## config.mk

```make
export PLATFORM = sky130hd
export DESIGN_NAME = he_frame_sequencer
export DESIGN_NICKNAME = d
export VERILOG_FILES = /design/src/rtl/he_pkg.sv /design/src/rtl/he_strobe_delay.sv /design/src/rtl/he_frame_sequencer.sv
export SDC_FILE = /design/constraint.sdc
export NUM_CORES = 1
export LEC_CHECK = 0
export ABC_AREA = 0
export CORE_MARGIN = 5
export CORE_UTILIZATION = 50
export CTS_CLUSTER_SIZE = 30
export DETAILED_ROUTE_END_ITERATION = 8
export PLACE_DENSITY_LB_ADDON = 0.12
export SYNTH_ARGS = -nofsm -noshare
export SYNTH_HDL_FRONTEND = slang
export SYNTH_SLANG_ARGS = --single-unit
```

## constraint.sdc

```tcl
create_clock -name clk -period 11.2 [get_ports clk]
set_input_delay 3.36 -clock clk [delete_from_list [all_inputs] [get_ports clk]]
set_output_delay 3.36 -clock clk [all_outputs]
set_load 0.1 [all_outputs]
```

## src/rtl/he_pkg.sv

```systemverilog
// he_pkg: shared constants and types for the HE frame sequencer.
// Holds the datapath one-hot state encodings, the LUT size, the default bank
// size and the sequencer state enum.
package he_pkg;

    localparam logic [6:0] HE_IDLE  = 7'b0000001;
    localparam logic [6:0] HE_INIT  = 7'b0000010;
    localparam logic [6:0] HE_HIST1 = 7'b0000100;
    localparam logic [6:0] HE_HIST2 = 7'b0001000;
    localparam logic [6:0] HE_CDF   = 7'b0010000;
    localparam logic [6:0] HE_DST   = 7'b0100000;
    localparam logic [6:0] HE_DONE  = 7'b1000000;

    localparam int HE_MAX_VALUE = 256;
    localparam int HE_MEM_SIZE  = 545920;

    typedef enum logic [3:0] {
        S_IDLE,
        S_START,
        S_WAIT1,
        S_FEED1,
        S_WAIT2,
        S_FEED2,
        S_WAIT_OUT,
        S_CAPTURE,
        S_DONE
    } seq_state_t;

endpackage

```

## src/rtl/he_strobe_delay.sv

```systemverilog
// he_strobe_delay: delays read-enable and bank-select into the datapath strobes.
// Ports:
//   clk, reset  clock and asynchronous active-high reset
//   flush       clears the pipeline and masks the strobes in the same cycle
//   valid, sel  read enable and bank select as issued to the pixel memory
//   we1, we2    bank 1 / bank 2 pixel-valid strobes, DEPTH cycles after valid
//   pending     a strobe is still in flight
module he_strobe_delay #(
    parameter int DEPTH = 2
) (
    input  logic clk,
    input  logic reset,
    input  logic flush,
    input  logic valid,
    input  logic sel,
    output logic we1,
    output logic we2,
    output logic pending
);

    logic [DEPTH-1:0] v, s;

    always_ff @(posedge clk or posedge reset) begin
        if (reset) begin
            v <= '0;
            s <= '0;
        end else if (flush) begin
            v <= '0;
            s <= '0;
        end else begin
            v <= {v[DEPTH-2:0], valid};
            s <= {s[DEPTH-2:0], sel};
        end
    end

    assign we1     = v[DEPTH-1] & ~s[DEPTH-1] & ~flush;
    assign we2     = v[DEPTH-1] &  s[DEPTH-1] & ~flush;
    assign pending = |v;

endmodule

```

## src/rtl/he_frame_sequencer.sv

```systemverilog
// he_frame_sequencer: runs one histogram-equalisation pass of the HE datapath per frame.
// Streams bank 1 then bank 2 into the datapath, then copies the 256-entry LUT
// into an 8-bit remap LUT. Optional watchdog: define HE_SEQ_TIMEOUT_EN.
// Ports:
//   clk, reset            clock and asynchronous active-high reset
//   frame_start           request one frame (ignored while busy)
//   busy, frame_done      frame in progress / one-cycle completion pulse
//   mem_rd_en, mem_sel,
//   mem_addr              pixel memory read port (sel 0 = bank 1, 1 = bank 2)
//   he_start, he_we1,
//   he_we2                datapath start pulse and per-bank pixel strobes
//   he_state, he_dst      datapath one-hot state and LUT output word
//   lut_wr_en, lut_wr_addr,
//   lut_wr_data           remap LUT write port
//   error                 sticky: LUT clamp, early DONE exit or timeout
module he_frame_sequencer
    import he_pkg::*;
#(
    parameter int AWIDTH    = 21,
    parameter int MEM_SIZE  = HE_MEM_SIZE,
    parameter int MAX_VALUE = HE_MAX_VALUE,
    parameter int RD_LAT    = 1
`ifdef HE_SEQ_TIMEOUT_EN
    ,
    parameter int TIMEOUT_CYC = 2097151
`endif
) (
    input  logic              clk,
    input  logic              reset,
    input  logic              frame_start,
    output logic              busy,
    output logic              frame_done,
    output logic              mem_rd_en,
    output logic              mem_sel,
    output logic [AWIDTH-1:0] mem_addr,
    output logic              he_start,
    output logic              he_we1,
    output logic              he_we2,
    input  logic [6:0]        he_state,
    input  logic [AWIDTH-1:0] he_dst,
    output logic              lut_wr_en,
    output logic [7:0]        lut_wr_addr,
    output logic [7:0]        lut_wr_data,
    output logic              error
);

    seq_state_t        state, state_next;
    logic [AWIDTH-1:0] addr;
    logic [8:0]        idx;
    logic              seen, match, hist_ok, feed, last, pending;
    logic              lut_wr, clamp, err_set, timeout;

    assign feed  = state == S_FEED1 || state == S_FEED2;
    assign last  = addr == AWIDTH'(MEM_SIZE - 1);
    // The HIST phase must hold two cycles so the datapath counter clear has landed.
    assign match = (state == S_WAIT1 && he_state == HE_HIST1) ||
                   (state == S_WAIT2 && he_state == HE_HIST2);
    assign hist_ok = match && seen;
    assign clamp   = |he_dst[AWIDTH-1:8];
    // idx 0 is the D2 cycle; entries arrive from D3 on.
    assign lut_wr  = state == S_CAPTURE && he_state == HE_DONE && idx != 9'd0;

    always_ff @(posedge clk or posedge reset) begin
        if (reset) begin
            state <= S_IDLE;
            addr  <= '0;
            idx   <= '0;
            seen  <= 1'b0;
            error <= 1'b0;
        end else begin
            state <= state_next;
            addr  <= (feed && !last) ? addr + 1'b1 : '0;
            idx   <= (state == S_CAPTURE) ? idx + 9'd1 : '0;
            seen  <= match;
            error <= (state == S_IDLE && frame_start) ? 1'b0 : error | err_set;
        end
    end

    always_comb begin
        state_next = state;
        err_set    = lut_wr && clamp;
        case (state)
            S_IDLE:     if (frame_start) state_next = S_START;
            S_START:    state_next = S_WAIT1;
            S_WAIT1:    if (hist_ok) state_next = S_FEED1;
            S_FEED1:    if (last) state_next = S_WAIT2;
            S_WAIT2:    if (hist_ok && !pending) state_next = S_FEED2;
            S_FEED2:    if (last) state_next = S_WAIT_OUT;
            S_WAIT_OUT: if (he_state == HE_DONE) state_next = S_CAPTURE;
            S_CAPTURE: begin
                if (he_state != HE_DONE) begin
                    err_set    = 1'b1;
                    state_next = S_DONE;
                end else if (idx == 9'(MAX_VALUE)) begin
                    state_next = S_DONE;
                end
            end
            S_DONE:     state_next = S_IDLE;
            default:    state_next = S_IDLE;
        endcase
        if (timeout) begin
            state_next = S_IDLE;
            err_set    = 1'b1;
        end
    end

`ifdef HE_SEQ_TIMEOUT_EN
    localparam int TW = $clog2(TIMEOUT_CYC + 1);
    logic [TW-1:0] wd;
    logic          wait_st;

    assign wait_st = state inside {S_WAIT1, S_WAIT2, S_WAIT_OUT, S_CAPTURE};
    assign timeout = wait_st && wd == TW'(TIMEOUT_CYC - 1);

    // Restarts whenever the FSM changes state, so each wait gets its own budget.
    always_ff @(posedge clk or posedge reset) begin
        if (reset) wd <= '0;
        else       wd <= (wait_st && state_next == state) ? wd + 1'b1 : '0;
    end
`else
    assign timeout = 1'b0;
`endif

    he_strobe_delay #(.DEPTH(RD_LAT + 1)) u_strobe (
        .clk     (clk),
        .reset   (reset),
        .flush   (timeout),
        .valid   (mem_rd_en),
        .sel     (mem_sel),
        .we1     (he_we1),
        .we2     (he_we2),
        .pending (pending)
    );

    assign busy        = state != S_IDLE;
    assign frame_done  = state == S_DONE || timeout;
    assign mem_rd_en   = feed;
    assign mem_sel     = state == S_FEED2;
    assign mem_addr    = feed ? addr : '0;
    assign he_start    = state == S_START;
    assign lut_wr_en   = lut_wr;
    assign lut_wr_addr = lut_wr ? idx[7:0] - 8'd1 : '0;
    assign lut_wr_data = lut_wr ? (clamp ? 8'hFF : he_dst[7:0]) : '0;

endmodule

```

==> summary.md <==
| Metric | Value |
|---|---|
| Status | complete, no violations |
| Vias in the first global route | around 2100 |
| Synth Cell Area | 2389 um^2 |
| Max Slew Vio Count | 0 |
| Multi-input combinational cell area | around 1300 um^2 |
| Clock skew | roughly 0.0065 ns |
| Max-Slew Margin vs Limit | 20.34% |
| CP Class | primary input to output port |
| Crit path DAT | roughly 6.6 ns |
| CP endpoint kind | output port |
| Post-synth top cells | nor2_1 (55), dfrtp_1 (40), and2_1 (24), xnor2_1 (19), nand3_1 (14) |
| Async set-reset flop share out of synthesis | 100.0% |
| Hpwl dp | roughly 4100 um |
| Layout cells sized above 1 | 6.377% |
| Starting Density | 50.91% |
| CTS tree | yes |
| Area Overhead vs Synth | 37.30% |
| Mapped Nets | 306 |
| Final net count | 379 |
| Top-count cell post-synth | nor2_1 |
| RSZ-0062 raised after global routing | false |
| Setup TNS | 0 ns |
| Core Area | about 4700 um^2 |
| Via Count | 2110 |
| FF+latch area | about 1000 um^2 |
| Worst-skew pair later-pin latency | 0.29 ns |
| Worst Hold Class | register to register |
| Max Cap Viol | 0 |
| Port Buffers | 76 |
| Worst-path clk slew | approximately 0.080 ns |
| Largest net degree at the start of global routing | 41 |
| Startpoint types | primary input |
| Top cells by area, synth | dfrtp_1 (42%), nor2_1 (8.6%), xnor2_1 (7.0%) |
| Hold depth | 0 |
| Met2 WL | between 2000 and 3000 um |
| Die width | 79.12 um |
| Antenna violations before repair | 0 |
| Clock sink count | 40 |
| Hold_ws | around 0.35 ns |
| Filler cell count in the final layout | a little under 400 |
| Reg2Reg Depth | 5 |
| CTS hold repair buffers | 0 |
| First-pass GRT wire length | 9632 um |
| Max Fclk | 100.1 MHz |
| CP required | 7.84 ns |
| Ys flop type | dfrtp_1 |
| Die Y | 79.12 um |
| Synthesis warning total | 0 |
| Netlist cell types | 38 |
| Final-report setup violation count | 0 |
| GRT Residual Overflow | 0 |
| GRT Util Overall | approximately 19% |
| IO Pins | 77 |
| EDFF count, synth | 0 |
| DRT met1 WL | between 2000 and 2500 um |
| Mapped Cells | 271 |
| Ant. Diodes | 0 |
| Final GP Congestion | 0.8005 |
| Setup Buffers After CTS | 0 |
| Leak | 1.340 nW |
| DRT iter0 DRCs | 115 |
| Total Routed Length | 5574 um |
| Worst-Margin Slew | ~1.2 ns |
| Number of vias per cell | between 5 and 6 |
| # H-tree levels | 2 |
| DR pass1 iterations | 4 |
| Leading area contributor after synthesis | dfrtp_1 |
| Peak supply drop | 0.08761 mV |
| Cell Pwr Density | between 150 and 200 nW/um^2 |
| Syn Area/Cell | between 8 and 9 um^2 |
| CTS Buffer Depth | 2 |
| Crit share post-route | about nine tenths |
| Final ANT Viol Nets | 0 |
| Max Used Layer | met4 |
| Post-synth top area share | 41.91% |
| Minimum clock period | 9.993 ns |
| CP Max Fanout | 17 |
| Yosys reg bits | 40 |
| Die area | 6259 um^2 |
| Routed len/inst | between 10 and 15 um |
| Routed wl met3 | 335 um |
| Row cnt | 25 |
| Final hold vios | 0 |
| CTS Buf Count | 5 |
| Root Buffer | clkbuf_8 |
| Seq/Total Area, Yosys | 41.91% |
| # DRC | 0 |
| Cells resized by post-CTS repair | 0 |
==> power breakdown <==
part / switching (mW) / internal (mW)
combinational: 0.186 / 0.0914
clock: 0.0508 / 0.0492
sequential: 0.0306 / 0.163
==> layer usage <==
layer | vias up | global-route usage, %
li1 | 1074 | -
met1 | 972 | 22.41
met2 | 56 | 35.02
met3 | 8 | 3.855
met4 | 0 | 6.701
met5 | - | 0
==> cells in the final DEF, fill, tap and decap left out, drive strengths merged, types with 2 or more instances in the layout <==
master          n
inv            10
ha              4
o31ai           2
or4             2
buf             5
dfrtp          40
nor4           10
nor3b           3
xnor2          19
nor2b           4
o21ai           6
or3             5
a21oi           7
clkbuf          6
clkinv          2
nor3            4
nor2           55
clkdlybuf4s50  73
xor2           10
mux2            3
nand3          14
nand4           9
and2           24
and3            4
nor4b           5
nand2           8
==> final timing paths <==
path,startpoint,to,slack [ns]
worst max-delay path,he_state[1],lut_wr_addr[1],1.21
worst min-delay path,u_strobe.s[0],u_strobe.s[1],0.35
worst max register to register,state[1],state[0],8.60
worst min register to register,u_strobe.s[0],u_strobe.s[1],0.35
max in group asynchronous,reset,addr[16],7.38
min in group asynchronous,reset,idx[2],3.48
==> critical path: stages <==
cell,delay [ns]
clkdlybuf4s50_1,0.40
or4_4,0.57
nor4b_4,0.38
o211ai_1,0.50
nor2_1,0.25
clkdlybuf4s50_1,1.16
==> layout make-up <==
cell class              count  area share [%]
clock buffers               6           2.518
clock inverters             2          0.3052
inverters                  10           1.145
multi-input cells         209           40.02
flip-flops and latches     40           30.52
well taps                  54           2.060
repair buffers             78           23.43
==> stage by stage <==
| step | worst slack (ns) | cell area, um^2 | instances | utilization (%) | power (mW) |
|---|---|---|---|---|---|
| after floorplan | 1.798 | 2389 | 271 | - | 0.4079 |
| after global placement | 1.299 | 3187 | 391 | 67.92 | 0.4718 |
| after detailed placement | 1.158 | 3187 | 391 | 67.92 | 0.4763 |
| after CTS | 1.159 | 3279 | 399 | 69.89 | 0.5777 |
| after global routing | 0.9332 | 3279 | 399 | 69.89 | 0.6062 |
| final | 1.207 | 3279 | 399 | 69.89 | 0.5710 |
==> sequential cells by signal, indices dropped and copies added (netlist names) <==
name        cells
idx             9
state           4
u_strobe.v      2
u_strobe.s      2
error           1
addr           21
seen            1
==> logic make-up (layout without fill, tap and decap cells) <==
kind of cell             count (synthesis)  count (layout)  share of synthesized area [%]
adder cells (fa/ha/maj)                  4               4                          2.095
flip-flops                              40              40                          41.91
multiplexers                             3               3                          1.414
AO/OA/AOI/OAI                           21              21                          5.553
buffers and inverters                   22              96                          3.562
AND/OR/NAND/NOR                        152             152                          34.83
XOR/XNOR                                29              29                          10.63
Note: power is estimated with default switching activity, not from simulation.
